$ cat config.mk
export PLATFORM = sky130hd
export DESIGN_NAME = dlf_lock_sequencer
export DESIGN_NICKNAME = d
export VERILOG_FILES = /design/src/rtl/dlf_lock_sequencer.sv
export SDC_FILE = /design/constraint.sdc
export NUM_CORES = 1
export LEC_CHECK = 0
export CORE_MARGIN = 1
export CORE_UTILIZATION = 51
export DETAILED_ROUTE_END_ITERATION = 10
export PLACE_DENSITY_LB_ADDON = 0.15
export SLEW_MARGIN = 5
export SYNTH_ARGS = -nofsm -noshare
export SYNTH_HDL_FRONTEND = slang
export SYNTH_SLANG_ARGS = --single-unit
$ cat constraint.sdc
create_clock -name clk -period 2.5 [get_ports clk]
set_input_delay 0.5 -clock clk [delete_from_list [all_inputs] [get_ports clk]]
set_output_delay 0.5 -clock clk [all_outputs]
set_load 0.01 [all_outputs]
$ cat src/rtl/dlf_lock_sequencer.sv
// Acquisition/lock sequencer for the ADPLL loop filter: filter reset, gear shifting, lock detect.
// Optional DLF_SIGN_QUAL_EN: a small sample also needs a lead sign flip within the current qualify run.
module dlf_lock_sequencer #(
    parameter int unsigned IN_WIDTH      = 8,
    parameter int unsigned LOCK_THRESH   = 4,
    parameter int unsigned UNLOCK_THRESH = 16,
    parameter int unsigned RST_CYCLES    = 4,
    parameter int unsigned DWELL_CNT     = 32,
    parameter int unsigned LOCK_CNT      = 64,
    parameter int unsigned UNLOCK_CNT    = 8,
    parameter int unsigned TIMEOUT       = 4096
) (
    input  logic                clk,
    input  logic                rstn,
    input  logic                start,
    input  logic [IN_WIDTH-1:0] master_in,
    input  logic                lead,
    output logic                filt_rstn,
    output logic [1:0]          gear,
    output logic                locked,
    output logic                busy,
    output logic                timeout_flag,
    output logic                lock_lost
);

    localparam int unsigned RW   = $clog2(RST_CYCLES) + 1;
    localparam int unsigned QMAX = (LOCK_CNT > DWELL_CNT) ? LOCK_CNT : DWELL_CNT;
    localparam int unsigned QW   = $clog2(QMAX) + 1;
    localparam int unsigned TW   = $clog2(TIMEOUT) + 1;
    localparam int unsigned UW   = $clog2(UNLOCK_CNT) + 1;
    localparam logic [IN_WIDTH-1:0] LOCK_T   = IN_WIDTH'(LOCK_THRESH);
    localparam logic [IN_WIDTH-1:0] UNLOCK_T = IN_WIDTH'(UNLOCK_THRESH);

    typedef enum logic [1:0] {S_IDLE, S_FRST, S_ACQ, S_LOCKED} state_t;

    state_t          state_q, state_d;
    logic [RW-1:0]   rcnt_q, rcnt_d, rcnt_inc;
    logic [QW-1:0]   qcnt_q, qcnt_d, qcnt_inc;
    logic [TW-1:0]   tcnt_q, tcnt_d, tcnt_inc;
    logic [UW-1:0]   ucnt_q, ucnt_d, ucnt_inc;
    logic [1:0]      gear_q, gear_d;
    logic            filt_rstn_q, filt_rstn_d;
    logic            locked_q, locked_d;
    logic            busy_q, busy_d;
    logic            tflag_q, tflag_d;
    logic            llost_q, llost_d;
    logic            mag_small_c, large_c, small_c;

    assign mag_small_c = (master_in <= LOCK_T);
    assign large_c     = (master_in > UNLOCK_T);

`ifdef DLF_SIGN_QUAL_EN
    // Sign history: previous lead, and whether the current qualify run has seen a flip.
    logic lead_q, flip_seen_q;

    assign small_c = mag_small_c && (flip_seen_q || (lead != lead_q));

    always_ff @(posedge clk) begin
        if (!rstn) begin
            lead_q      <= 1'b0;
            flip_seen_q <= 1'b0;
        end else begin
            lead_q      <= lead;
            flip_seen_q <= start && (state_q == S_ACQ) && small_c;
        end
    end
`else
    logic unused_lead;

    assign unused_lead = lead;
    assign small_c     = mag_small_c;
`endif

    // Saturating increments so no counter can wrap.
    assign rcnt_inc = (&rcnt_q) ? rcnt_q : rcnt_q + RW'(1);
    assign qcnt_inc = (&qcnt_q) ? qcnt_q : qcnt_q + QW'(1);
    assign tcnt_inc = (&tcnt_q) ? tcnt_q : tcnt_q + TW'(1);
    assign ucnt_inc = (&ucnt_q) ? ucnt_q : ucnt_q + UW'(1);

    always_comb begin
        state_d = state_q;
        rcnt_d  = '0;
        qcnt_d  = '0;
        tcnt_d  = '0;
        ucnt_d  = '0;
        gear_d  = gear_q;
        tflag_d = tflag_q;
        llost_d = llost_q;

        case (state_q)
            S_IDLE: begin
                gear_d = 2'd0;
                if (start) begin
                    state_d = S_FRST;
                    tflag_d = 1'b0;
                    llost_d = 1'b0;
                end
            end
            S_FRST: begin
                gear_d = 2'd0;
                rcnt_d = rcnt_inc;
                if (rcnt_inc == RW'(RST_CYCLES)) begin
                    state_d = S_ACQ;
                end
            end
            S_ACQ: begin
                tcnt_d = tcnt_inc;
                qcnt_d = small_c ? qcnt_inc : '0;
                // Lock beats timeout; timeout beats a gear step on the same edge.
                if (gear_q == 2'd3 && small_c && qcnt_inc == QW'(LOCK_CNT)) begin
                    state_d = S_LOCKED;
                end else if (tcnt_inc == TW'(TIMEOUT)) begin
                    state_d = S_FRST;
                    tflag_d = 1'b1;
                    gear_d  = 2'd0;
                end else if (gear_q != 2'd3 && small_c && qcnt_inc == QW'(DWELL_CNT)) begin
                    gear_d = gear_q + 2'd1;
                    qcnt_d = '0;
                end
            end
            S_LOCKED: begin
                gear_d = 2'd3;
                ucnt_d = large_c ? ucnt_inc : '0;
                if (large_c && ucnt_inc == UW'(UNLOCK_CNT)) begin
                    state_d = S_FRST;
                    llost_d = 1'b1;
                    gear_d  = 2'd0;
                    ucnt_d  = '0;
                end
            end
            default: begin
                state_d = S_IDLE;
                gear_d  = 2'd0;
            end
        endcase

        if (!start) begin
            state_d = S_IDLE;
            gear_d  = 2'd0;
            rcnt_d  = '0;
            qcnt_d  = '0;
            tcnt_d  = '0;
            ucnt_d  = '0;
        end

        filt_rstn_d = (state_d == S_ACQ) || (state_d == S_LOCKED);
        locked_d    = (state_d == S_LOCKED);
        busy_d      = (state_d == S_FRST) || (state_d == S_ACQ);
    end

    always_ff @(posedge clk) begin
        if (!rstn) begin
            state_q     <= S_IDLE;
            rcnt_q      <= '0;
            qcnt_q      <= '0;
            tcnt_q      <= '0;
            ucnt_q      <= '0;
            gear_q      <= 2'd0;
            filt_rstn_q <= 1'b0;
            locked_q    <= 1'b0;
            busy_q      <= 1'b0;
            tflag_q     <= 1'b0;
            llost_q     <= 1'b0;
        end else begin
            state_q     <= state_d;
            rcnt_q      <= rcnt_d;
            qcnt_q      <= qcnt_d;
            tcnt_q      <= tcnt_d;
            ucnt_q      <= ucnt_d;
            gear_q      <= gear_d;
            filt_rstn_q <= filt_rstn_d;
            locked_q    <= locked_d;
            busy_q      <= busy_d;
            tflag_q     <= tflag_d;
            llost_q     <= llost_d;
        end
    end

    assign filt_rstn    = filt_rstn_q;
    assign gear         = gear_q;
    assign locked       = locked_q;
    assign busy         = busy_q;
    assign timeout_flag = tflag_q;
    assign lock_lost    = llost_q;

endmodule

# After elaboration in Yosys (flattened, before gate mapping)
# Cells that the tools add are included.
# classes
bitwise_logic	4
magnitude_cmp	2
n_eq_ne	18
addsub	5
n_mux	25
n_reduce_logical	22
# op_table
op	n
$mux 7	5
$mux 2	9
$add 13x1->13 const B	1
$eq 13x13->1 const B	1
$mux 13	1
$reduce_and 13->1	1
$reduce_and 3->1	4
$eq 2x2->1 const B	5
$ne 2x2->1 const B	5
$gt 8x5->1 const B	1
$le 8x3->1 const B	1
$pmux 2 s4	1
$reduce_and 4->1	2
$add 7x1->7 const B	1
$eq 7x6->1 const B	1
$eq 7x7->1 const B	1
$reduce_and 7->1	1
$pmux 2 s3	1
$logic_and 1x1->1	5
$reduce_or 5->1	1
$add 4x1->4 const B	1
$eq 2x1->1 const B	2
$eq 4x4->1 const B	1
$mux 1	4
other kinds (13)	20
# totals
input_bits	12
ff_bits	36

# Longest topological paths before layout
# logic_depth
word_depth	9
ltp_mapped	11
ltp_nobuf	10

# Worst setup path after synthesis
# Ideal clock, no wire load.
# synth_timing
path_type	register to register
from	reg tcnt_q[0]
to	reg filt_rstn_q, in the netlist filt_rstn
stages_incl_launch_ff	10
required_ps	2385
slack_ps	62
period_less_slack_ps	2438
n_path_buf	0
arrival_time_ps	2323
path_cell_list	dfxtp_1 > ha_1 > nand3_2 > nor2_1 > a311oi_1 > o221ai_2 > and4bb_4 > o311a_4 > ha_1 > o21a_1
# synth_via
elab_chain_len	9
# synth_lines
element	line_no	source
start, declared	39	logic [TW-1:0] tcnt_q, tcnt_d, tcnt_inc;
start signal, assigned	168	tcnt_q <= tcnt_d;
$add 13x1->13 or $reduce_and 13->1 (tied branches)	77	assign tcnt_inc = (&tcnt_q) ? tcnt_q : tcnt_q + TW'(1);
$mux 13 *	77	
$eq 13x13->1 *	112	end else if (tcnt_inc == TW'(TIMEOUT)) begin
$mux 2 *	112	
$mux 2 *	110	if (gear_q == 2'd3 && small_c && qcnt_inc == QW'(LOCK_CNT)) begin
$pmux 2 s4 *	90	case (state_q)
$mux 2 *	137	if (!start) begin
net state_d[0]	36	state_t state_q, state_d;
$eq 2x2->1 *	-	
net locked_d	43	logic locked_q, locked_d;
$logic_or 1x1->1 *	146	filt_rstn_d = (state_d == S_ACQ) || (state_d == S_LOCKED);
end signal, assigned	171	filt_rstn_q <= filt_rstn_d;
end, declared	42	logic filt_rstn_q, filt_rstn_d;
# The timed path passes the listed nets; every way through them passes the cells marked *.
# A chain may end at the register's enable or synchronous reset.

# Worst setup path after layout
# layout_timing
from	reg qcnt_q[1]
to	reg filt_rstn_q, in the netlist filt_rstn
# layout_via
elab_chain_len	9
# layout_lines
element	line_no	source
start, declared	38	logic [QW-1:0] qcnt_q, qcnt_d, qcnt_inc;
start signal, assigned	167	qcnt_q <= qcnt_d;
$add 7x1->7 or $reduce_and 7->1 (tied branches)	76	assign qcnt_inc = (&qcnt_q) ? qcnt_q : qcnt_q + QW'(1);
$mux 7 *	76	
$eq 7x7->1 *	110	
$logic_and 1x1->1 *	110	
$mux 2 *	110	
$pmux 2 s4 *	90	
$mux 2 *	137	
net state_d[0]	36	
$eq 2x2->1	146	
$logic_or 1x1->1 *	146	
# Marked as above.

==> impl_results.md <==
- Post-synthesis cell type count: 55
- Crit path launch type: flop
- RD Place Congestion: 0.830
- Setup-failing EPs final: 0
- Die area: 0.00428 mm²
- Seq/Total Area, Yosys: 35.2%
- Area post-placement: 0.00246 mm²
- Via count: 1879
- Cell Area, Synth: 0.00205 mm²
- Design Area, Final: 0.00262 mm²
- I/O pin cnt: 19
- Crit Path Category: reg -> reg
- Hold/Removal Path Class: reg -> reg
- Met3 usage: 5.21%
- Gr usage total: 23.0%
- Vias in the first global route: 1835
- Initial DRC count: 117
- Status: complete, no violations
- Mapped Cells: 237
- CP arrival: 2.58 ns
- Final Max Tran Viols: 0
- Synth Area per Inst: 8.65 µm²
- H-tree Lvls: 2
- Layer with the highest usage: met2
- Fin crit period: 2.39 ns
- Fin crit share: 95.6%
- Worst vdd ir: 0.399 mV
- Post-Syn Nets: 256
- DRT Pass-1 Iters: 4
- Fin nets: 302
- Remaining antenna violation count: 0
- Slew @ Worst Pin: 0.339 ns
- RR Startpoint: qcnt_q[1]
- FMAX: 418 MHz
- Clk buf depth: 2
- Post-synth EDFFs: 0
- DRC Markers: 0
- Final WL: 4420 µm
- Asr flop ratio synth: 0%
- RR Endpoint: filt_rstn
- Adder-cell share of the synthesized area: 4.27%
- Clock transition at the registers of the reported paths: 0.07 ns
- CP required: 2.69 ns
- Slowest stage delay, CP: 0.44 ns
- Via density: 5.66
- Stages on worst setup path: 9
- Starting Density: 54.7%
- M2 GR Usage: 39.4%
- R2R Setup Slk: 0.11 ns
- Synthesis-to-layout area growth: 27.7%
- Critical path peak fanout: 5
- Worst Setup EP: filt_rstn
- Die Wd: 65.4 µm
- Area fraction in compound gates after synthesis: 18.7%
- Post-Synth XOR/XNOR Area: 5.13%
- Remaining global-route overflow: 0
- Fillers: 319
- Root Driver: clkbuf_8
- Seq cells post-synth: 36
- Slew headroom: 77.2%
- Port bufs: 17
- Row count: 22
- Cell family with most CP delay: compound AO/OA/AOI/OAI gates
- Core area: 0.00374 mm²
- Worst-case reg-to-reg path depth: 9
- Die H: 65.4 µm
- Antenna violations before repair: 0
- Post-DP HPWL: 3210 µm
- CTS buffer count: 5
- Worst clock skew: 0.00316 ns
- Lkg Pwr: 0.985 nW
- Final Util: 69.9%
- CP cell instances: ha_2 > nor2b_1 > o2111ai_1 > a2111o_1 > and4b_2 > o311a_4 > inv_1 > ha_1 > o21a_1
- Worst-Skew Late Latency: 0.29 ns
- Top_reg_cell synth: dfxtp_1
- Largest family of logic cells by synthesized area: simple AND/OR/NAND/NOR gates
- CTS sink count: 36
- Critical Path Slowest Stage Cell: a2111o_1
- Max-cap check violation count: 0
- Crit path buf inv count: 1
- CTS tree: yes
- RSZ-0062 raised after global routing: no
- Antenna Cells: 0
- Fin. Hold Viols: 0
- Pwr Density: 400 mW/mm²
- DR WL/cell: 13.3 µm
- Critical Path Source: qcnt_q[1]
- CTS Hold Buffers Added: 0
- Mux share of post-synthesis cell area: 2.93%
- Worst Setup End Kind: flop
- Most frequent cells in the layout: dfxtp_1 (31), buf_4 (31), nor2_1 (30)
- Largest net degree at the start of global routing: 11
- Total power draw: 1.05 mW
- Simple-gate share of the synthesized area: 31.1%
- M1 GR Usage: 25.7%
- Synth warn: 0
- Layout cells sized above 1: 24.3%
- First-pass GRT wire length: 7510 µm
cell type report:
cell class / instances / area (µm²) / area share [%]
sequential: 36 / 727 / 27.8
multi-input combinational: 190 / 1330 / 50.8
inverter: 2 / 7.51 / 0.287
tap: 48 / 60.1 / 2.30
clock buffer: 8 / 90.1 / 3.44
timing repair buffer: 48 / 403 / 15.4
Yosys cell counts (all sizes together), types with 2 or more instances:
master   n  area [µm²]
or2      4        25.0
mux2i    6        60.1
and4     3        26.3
xnor2    5        43.8
inv      2        7.51
nand2   17        63.8
nand3   17        90.1
nand4    5        31.3
a31oi    9        56.3
xor2     7        61.3
nor4     2        27.5
ha       7        87.6
and2     3        21.3
a22oi    2        15.0
clkbuf   2        7.51
nand3b   2        15.0
nor3     6        30.0
a21boi   4        30.0
nor3b    3        22.5
and3     6        40.0
buf      7        40.0
o21ai   12        60.1
a21oi    7        35.0
nor2b    6        37.5
nor2    31         116
dfxtp   36         721
nand2b   3        18.8
a211oi   3        27.5
metrics by stage:
stage	std cells	hold slack, ns	setup TNS [ns]	setup WS, ns
2_1_floorplan	237	0.474	0	0.0622
3_3_place_gp	323	0.483	-2.00	-0.354
3_5_place_dp	323	0.491	-2.81	-0.465
4_1_cts	331	0.500	0	0.00904
5_1_grt	332	0.524	0	0.00388
6_report	332	0.497	0	0.109
registers in the layout, summed over array words and instances, names as in the netlist:
register and count:
qcnt_q 7, tcnt_q 13, rcnt_q 3, gear 2
lock_lost 1, state_q 2, locked 1, filt_rstn 1
busy 1, ucnt_q 4, timeout_flag 1
metal layers:
metal | wire [µm] | vias up
met5 | 0 | -
met4 | 133 | 0
met3 | 148 | 14
met2 | 2150 | 27
met1 | 1990 | 871
li1 | - | 967
worst register-to-register path, delay by kind of cell, from the launching register on:
family	cells	cell delay, ns
DFF	1	0.35
AOI/OAI and AO/OA	4	0.96
buffers and inverters	1	0.04
adders and majority gates	2	0.46
and+or+nand+nor	2	0.48
where the power goes:
part           internal [mW]  switching (mW)  leakage (nW)
logic                 0.0271          0.0141         0.647
clock network          0.225           0.204        0.0455
registers              0.575         0.00221         0.293
total                  0.827           0.220         0.985
kinds of logic after synthesis:
logic type | Yosys count
AOI/OAI and AO/OA | 52
xor gates and xnor gates | 12
adders and majority gates | 7
buffers and inverters | 11
DFF | 36
muxes | 6
and+or+nand+nor | 113
worst min-delay path by stage:
stage | startpoint | end | slack [ns] | depth (start not counted)
after floorplan | rcnt_q[1] | rcnt_q[1] | 0.47 | 2
after global placement | timeout_flag | timeout_flag | 0.48 | 2
after detailed placement | timeout_flag | timeout_flag | 0.49 | 2
after CTS | timeout_flag | timeout_flag | 0.50 | 2
after global routing | gear[1] | gear[1] | 0.52 | 2
final | timeout_flag | timeout_flag | 0.50 | 2
what timing repair did:
item | 4_1_cts | 5_1_grt
resized for setup | 4 | 16
pin swaps | 4 | 9
buffers inserted | 0 | 1
setup endpoints to repair | 3 | 3
(Power assumes the default switching activity.)
